$ cat src/rtl/inst_rom_responder_pkg.sv
// Shared definitions for the instruction-fetch responder: bus widths, fetch FSM
// encoding and the wait-counter helper.
package inst_rom_responder_pkg;

    localparam int unsigned InstAddrBus = 32;
    localparam int unsigned InstBus     = 32;
    localparam int unsigned HalfBus     = 16;
    localparam int unsigned CntW        = 4;

    localparam logic [InstBus-1:0] ZERO_WORD = 32'h0;

    localparam logic ChipEnable  = 1'b1;
    localparam logic ChipDisable = 1'b0;

    typedef enum logic [1:0] {
        StIdle = 2'd0,
        StRdHi = 2'd1,
        StRdLo = 2'd2,
        StDone = 2'd3
    } fetch_state_e;

    // Counter value loaded at the start of a half-word read; the read lasts
    // WAIT_CYCLES cycles counting down to zero inclusive.
    function automatic logic [CntW-1:0] wait_reload(input int unsigned cycles);
        return CntW'(cycles - 1);
    endfunction

endpackage

$ cat src/rtl/inst_rom_responder_flash_halfword_reader.sv
// One 16-bit flash read: holds the half-word address with the strobes asserted
// for WAIT_CYCLES cycles and flags the final cycle so the caller can sample data.
module inst_rom_responder_flash_halfword_reader
    import inst_rom_responder_pkg::*;
#(
    parameter int unsigned WAIT_CYCLES = 3,
    parameter int unsigned FLASH_AW    = 22
) (
    input  logic                clk,
    input  logic                rst,
    input  logic                start_i,
    input  logic                abort_i,
    input  logic [FLASH_AW-1:0] half_addr_i,
    output logic [HalfBus-1:0]  data_o,
    output logic                done_o,
    output logic [FLASH_AW-1:0] flash_addr_o,
    input  logic [HalfBus-1:0]  flash_data_i,
    output logic                flash_ce_n_o,
    output logic                flash_oe_n_o
);

    logic                busy_q, busy_d;
    logic [CntW-1:0]     cnt_q, cnt_d;
    logic [FLASH_AW-1:0] addr_q, addr_d;

    // Next-state: start (also used for back-to-back reads) beats abort beats countdown.
    always_comb begin
        busy_d = busy_q;
        cnt_d  = cnt_q;
        addr_d = addr_q;
        if (start_i) begin
            busy_d = 1'b1;
            cnt_d  = wait_reload(WAIT_CYCLES);
            addr_d = half_addr_i;
        end else if (abort_i) begin
            busy_d = 1'b0;
        end else if (busy_q) begin
            if (cnt_q == '0) begin
                busy_d = 1'b0;
            end else begin
                cnt_d = cnt_q - 1'b1;
            end
        end
    end

    // Read state registers.
    always_ff @(posedge clk or posedge rst) begin
        if (rst) begin
            busy_q <= 1'b0;
            cnt_q  <= '0;
            addr_q <= '0;
        end else begin
            busy_q <= busy_d;
            cnt_q  <= cnt_d;
            addr_q <= addr_d;
        end
    end

    // Strobes follow the registered busy flag, so they are clean flop outputs.
    always_comb begin
        done_o       = busy_q && (cnt_q == '0);
        data_o       = flash_data_i;
        flash_addr_o = addr_q;
        flash_ce_n_o = ~busy_q;
        flash_oe_n_o = ~busy_q;
    end

endmodule

$ cat src/rtl/inst_rom_responder.sv
// Instruction-fetch responder: serves IF from a one-entry word buffer and, on a
// miss, assembles a big-endian word from two wait-stated flash half-word reads.
module inst_rom_responder
    import inst_rom_responder_pkg::*;
#(
    parameter int unsigned WAIT_CYCLES = 3,
    parameter int unsigned FLASH_AW    = 22
) (
    input  logic                   clk,
    input  logic                   rst,
    input  logic                   ce_i,
    input  logic [InstAddrBus-1:0] addr_i,
    output logic [InstBus-1:0]     inst_o,
    output logic                   ready_o,
    output logic                   stall_req_o,
    output logic [FLASH_AW-1:0]    flash_addr_o,
    input  logic [HalfBus-1:0]     flash_data_i,
    output logic                   flash_ce_n_o,
    output logic                   flash_oe_n_o
);

    fetch_state_e     state_q, state_d;
    logic [29:0]      req_addr_q, req_addr_d;
    logic [15:0]      hi_q, hi_d;
    logic [15:0]      lo_q, lo_d;
    logic             buf_valid_q, buf_valid_d;
    logic [29:0]      buf_tag_q, buf_tag_d;
    logic [InstBus-1:0] buf_data_q, buf_data_d;

    logic                rd_start, rd_abort, rd_done;
    logic [FLASH_AW-1:0] rd_half_addr;
    logic [HalfBus-1:0]  rd_data;

    logic               req_on;
    logic [29:0]        word_addr;
    logic               buf_hit, req_match;
    logic               ready_c, stall_c;
    logic [InstBus-1:0] inst_c;

    // Byte-lane bits never select anything; the fetch unit is word-aligned.
    logic unused_addr_lsb;
    assign unused_addr_lsb = ^addr_i[1:0];

    assign req_on    = (ce_i == ChipEnable);
    assign word_addr = addr_i[31:2];
    assign buf_hit   = req_on && buf_valid_q && (word_addr == buf_tag_q);
    assign req_match = req_on && (word_addr == req_addr_q);

    inst_rom_responder_flash_halfword_reader #(
        .WAIT_CYCLES(WAIT_CYCLES),
        .FLASH_AW   (FLASH_AW)
    ) u_reader (
        .clk         (clk),
        .rst         (rst),
        .start_i     (rd_start),
        .abort_i     (rd_abort),
        .half_addr_i (rd_half_addr),
        .data_o      (rd_data),
        .done_o      (rd_done),
        .flash_addr_o(flash_addr_o),
        .flash_data_i(flash_data_i),
        .flash_ce_n_o(flash_ce_n_o),
        .flash_oe_n_o(flash_oe_n_o)
    );

    // Fetch sequencing: hit/miss decision, two half-word reads, buffer fill.
    always_comb begin
        state_d      = state_q;
        req_addr_d   = req_addr_q;
        hi_d         = hi_q;
        lo_d         = lo_q;
        buf_valid_d  = buf_valid_q;
        buf_tag_d    = buf_tag_q;
        buf_data_d   = buf_data_q;
        rd_start     = 1'b0;
        rd_abort     = 1'b0;
        rd_half_addr = {req_addr_q[FLASH_AW-2:0], 1'b1};
        ready_c      = 1'b0;
        stall_c      = 1'b0;
        inst_c       = ZERO_WORD;
        unique case (state_q)
            StIdle: begin
                if (buf_hit) begin
                    ready_c = 1'b1;
                    inst_c  = buf_data_q;
                end else if (req_on) begin
                    stall_c      = 1'b1;
                    req_addr_d   = word_addr;
                    rd_start     = 1'b1;
                    rd_half_addr = {addr_i[FLASH_AW:2], 1'b0};
                    state_d      = StRdHi;
                end
            end
            StRdHi: begin
                if (!req_on) begin
                    rd_abort = 1'b1;
                    state_d  = StIdle;
                end else begin
                    stall_c = 1'b1;
                    if (rd_done) begin
                        hi_d     = rd_data;
                        rd_start = 1'b1;
                        state_d  = StRdLo;
                    end
                end
            end
            StRdLo: begin
                if (!req_on) begin
                    rd_abort = 1'b1;
                    state_d  = StIdle;
                end else begin
                    stall_c = 1'b1;
                    if (rd_done) begin
                        lo_d    = rd_data;
                        state_d = StDone;
                    end
                end
            end
            StDone: begin
                // Buffer is filled even when IF has moved on, e.g. after a flush.
                buf_valid_d = 1'b1;
                buf_tag_d   = req_addr_q;
                buf_data_d  = {hi_q, lo_q};
                if (req_match) begin
                    ready_c = 1'b1;
                    inst_c  = {hi_q, lo_q};
                end else begin
                    stall_c = req_on;
                end
                state_d = StIdle;
            end
            default: state_d = StIdle;
        endcase
    end

    // All responder state, cleared asynchronously.
    always_ff @(posedge clk or posedge rst) begin
        if (rst) begin
            state_q     <= StIdle;
            req_addr_q  <= '0;
            hi_q        <= '0;
            lo_q        <= '0;
            buf_valid_q <= 1'b0;
            buf_tag_q   <= '0;
            buf_data_q  <= ZERO_WORD;
        end else begin
            state_q     <= state_d;
            req_addr_q  <= req_addr_d;
            hi_q        <= hi_d;
            lo_q        <= lo_d;
            buf_valid_q <= buf_valid_d;
            buf_tag_q   <= buf_tag_d;
            buf_data_q  <= buf_data_d;
        end
    end

    // Reset forces the IF-facing outputs quiet even while ce_i is still high.
    always_comb begin
        ready_o     = ready_c && !rst;
        stall_req_o = stall_c && !rst;
        inst_o      = rst ? ZERO_WORD : inst_c;
    end

endmodule

$ cat config.mk
export PLATFORM = sky130hd
export DESIGN_NAME = inst_rom_responder
export DESIGN_NICKNAME = d
export VERILOG_FILES = /design/src/rtl/inst_rom_responder_pkg.sv /design/src/rtl/inst_rom_responder_flash_halfword_reader.sv /design/src/rtl/inst_rom_responder.sv
export SDC_FILE = /design/constraint.sdc
export NUM_CORES = 1
export LEC_CHECK = 0
export CAP_MARGIN = 10
export CORE_ASPECT_RATIO = 1.1
export CORE_MARGIN = 4
export CORE_UTILIZATION = 30
export CTS_CLUSTER_DIAMETER = 50
export DETAILED_ROUTE_END_ITERATION = 7
export HOLD_SLACK_MARGIN = 0.12
export SLEW_MARGIN = 40
export SYNTH_ARGS = -nofsm -noshare
export SYNTH_HDL_FRONTEND = slang
export SYNTH_SLANG_ARGS = --single-unit
$ cat constraint.sdc
create_clock -name clk -period 15.06 [get_ports clk]
set_clock_uncertainty 0.1 [all_clocks]
set_input_delay 3.765 -clock clk [delete_from_list [all_inputs] [get_ports clk]]
set_output_delay 3.765 -clock clk [all_outputs]
set_load 0.1 [all_outputs]
==> flow_summary.yaml <==
status:
  status: "completed"
clock_network:
  clock_sinks: 154
  numCtsBuffers: 17
  cts_root_buf: "clkbuf_16"
  clk_pin_slew_ps: 60
  ctsResizeCount: 0
  cts_tree: "built"
  clk_path_buf_depth: 2
  clk_latency_ps: 420
  htree_levels: 4
  hold_buffers: 0
  post_cts_buffers: 0
placed_design:
  portBuffers: 106
  dp_cells: 909
  gp_congestion: 0.7265
  dp_hpwl_microns: 11260
  placed_area_sq_mm: 0.008401
critical_path:
  critPathKind: "primary input to primary output"
  r2r_cells: 7
  cp-end-kind: "primary output"
  crit_required_ps: 11190
  critPathMaxFanout: 35
  rrSetupSlack_ps: 11920
  arrival_ps: 6610
  worstSetupStartpointType: "primary input"
  reg2reg_to: "u_reader.flash_addr_o[5]"
  timing.rr.start: "buf_tag_q[22]"
die:
  ios: 109
  fp.dieH_microns: 171.7
  rows: 59
  coreArea_sq_mm: 0.02384
  chipWidth_microns: 156.8
  start_util_pct: 30.65
  die_area_sq_mm: 0.02693
global_route:
  first_global_vias: 5034
  grt_usage_pct: 12.97
  grtUsageMet1_pct: 16.68
  grt_overflow: 0
  met2_usage_pct: 21.79
  antenna_found_initial: 0
  grt_max_degree: 91
  grt_use_met3_pct: 3.246
  gr-max-usage-layer: "met2"
  grt_pass1_wl_microns: 27570
synth:
  synth_area_sq_mm: 0.007308
  ys.flop_type: "dfrtp_1"
  avgSynthCellArea_sq_um: 14.11
  ys_seq_elements: 154
  syn_nets: 574
  synthArstFlopShare_pct: 100.0
  synthCells: 518
  ys_seq_area_share_pct: 52.73
  synth_warnings: 0
  synth_edf_count: 0
  ys_types: 39
sta:
  slew_headroom_pct: 56.39
  worst_slew_pin_slew_ps: 637.7
  finalHoldViolCount: 0
  max_freq_ghz: 0.09544
  setup_viol: 0
  slew_viol_final: 0
  min_period_over_period_pct: 69.58
  grt_setup_unrepaired: "false"
  period_needed_ps: 10480
  fin_setup_tns_ps: 0
detailed_routing:
  vias: 4610
  via_per_inst: 4.904
  wl_microns: 16850
  detail_route.wl_per_cell_microns: 17.92
  ant_nets: 0
  drtIter0Drc: 253
  dr.pass1.iters: 4
  drc: 0
cells_and_area:
  area_growth_pct: 23.18
  drive_gt1_share_pct: 42.36
  num_antenna_cells: 0
  final_nets: 679
  final_cells: 940
  final_area_sq_mm: 0.009002
hold_path:
  whs_endpoint: "buf_valid_q"
  worstHoldPathCells: 1
  hold_class: "flip-flop to flip-flop"
  holdCritStartpoint: "buf_valid_q"
power_and_ir_drop:
  ir_drop_mv: 0.1725
  leakage_nw: 4.247
  power_mw: 1.755
  powerDensity_mw_per_mm2: 194.9
flow_run:
  maxCapViolCount: 0
==> cell type report <==
class                   count  area (sq um)
clock buffers              18         439.2
clock inverters            13         156.4
fillers                  2272         14840
inverters                   9         41.29
multi-input cells         326          3277
flip-flops and latches    154          3854
well taps                 305         381.6
repair buffers            115         853.3
==> per-stage QoR <==
stage / setup WS (ps) / hold WS (ps) / util (%)
6_report: 4582 / 370.5 / 37.76
5_1_grt: 4321 / 372.2 / 37.76
4_1_cts: 4532 / 368.2 / 37.73
3_5_place_dp: 4533 / 358.9 / 35.23
3_3_place_gp: 3845 / 353.2 / 36.32
2_1_floorplan: 2293 / 336.7 / -
==> Yosys cell counts (all sizes together), types with 3 or more instances <==
library cell	number	share of area, %
mux2	166	27
dfrtp	154	53
xor2	59	7.1
a32o	32	4.4
buf	17	1.8
nor4	15	1.3
clkbuf	12	0.62
inv	9	0.46
nand2	6	0.31
nor2	6	0.31
ha	5	0.86
nand3	5	0.41
nand4	4	0.34
nor3	4	0.34
xnor2	4	0.48
a21oi	3	0.21
and3	3	0.26
==> layout by cell type (no fill, tap or decap), types with 2 or more instances in the layout <==
master           netlist  final
a21oi_1                3      3
a32o_1                32     32
and3_1                 3      3
buf_2                  6     58
buf_4                  3      5
buf_6                  2      4
bufinv_16              0      2
clkbuf_16              0     17
clkdlybuf4s50_1        0     48
dfrtp_1              154    154
ha_1                   5      4
inv_1                  9      8
inv_6                  0      6
inv_8                  0      3
mux2_1                 4      4
mux2_2               142    142
mux2_4                20     20
nand2_1                6      6
nand3_1                4      3
nand3_2                1      2
nand4_1                4      4
nor2_1                 6      5
nor3_1                 3      2
nor4_1                15     15
xnor2_1                4      4
xor2_1                59     59
==> layer usage <==
layer / vias to the layer above / wire, microns
li1: 2115 / -
met4: 0 / 164
met1: 2366 / 7450
met2: 116 / 8352
met5: - / 0
met3: 13 / 882
==> logic make-up after synthesis <==
kind of cell | count (synthesis) | share of synthesized area (%)
compound gates | 45 | 5.787
xor+xnor | 63 | 7.550
fa+ha+maj | 5 | 0.8560
buf+inv | 38 | 2.859
flops | 154 | 52.73
mux | 166 | 26.60
simple gates | 47 | 3.612
==> critical path, cell delays in order <==
cell,delay (ps)
clkdlybuf4s50_1,520
xor2_1,190
nor4_1,350
nand4_1,360
nor3_4,270
buf_4,410
a32o_1,280
buf_2,440
==> report_power, final <==
part / switching [mW] / internal (mW) / leakage, nW / total (mW)
Sequential: 0.105 / 0.554 / 1.99 / 0.659
Combinational: 0.414 / 0.245 / 1.97 / 0.659
Clock: 0.183 / 0.253 / 0.292 / 0.437
Total: 0.703 / 1.05 / 4.25 / 1.75
==> registers in the layout, summed over array words and instances (netlist names), 2 cells and up <==
register               count
req_addr_q                30
lo_q                      16
buf_data_q                32
u_reader.cnt_q             4
buf_tag_q                 30
u_reader.flash_addr_o     22
state_q                    2
hi_q                      16
==> worst max-delay path by stage <==
stage	start	to	slack [ps]	cells after the start
floorplan	addr_i[9]	stall_req_o	2290	5
global placement	addr_i[8]	inst_o[14]	3840	8
detailed placement	addr_i[24]	inst_o[29]	4530	8
CTS	addr_i[8]	inst_o[29]	4530	8
global route	addr_i[12]	inst_o[25]	4320	8
finish	addr_i[12]	inst_o[18]	4580	8
Note: power is estimated with default switching activity, not from simulation.
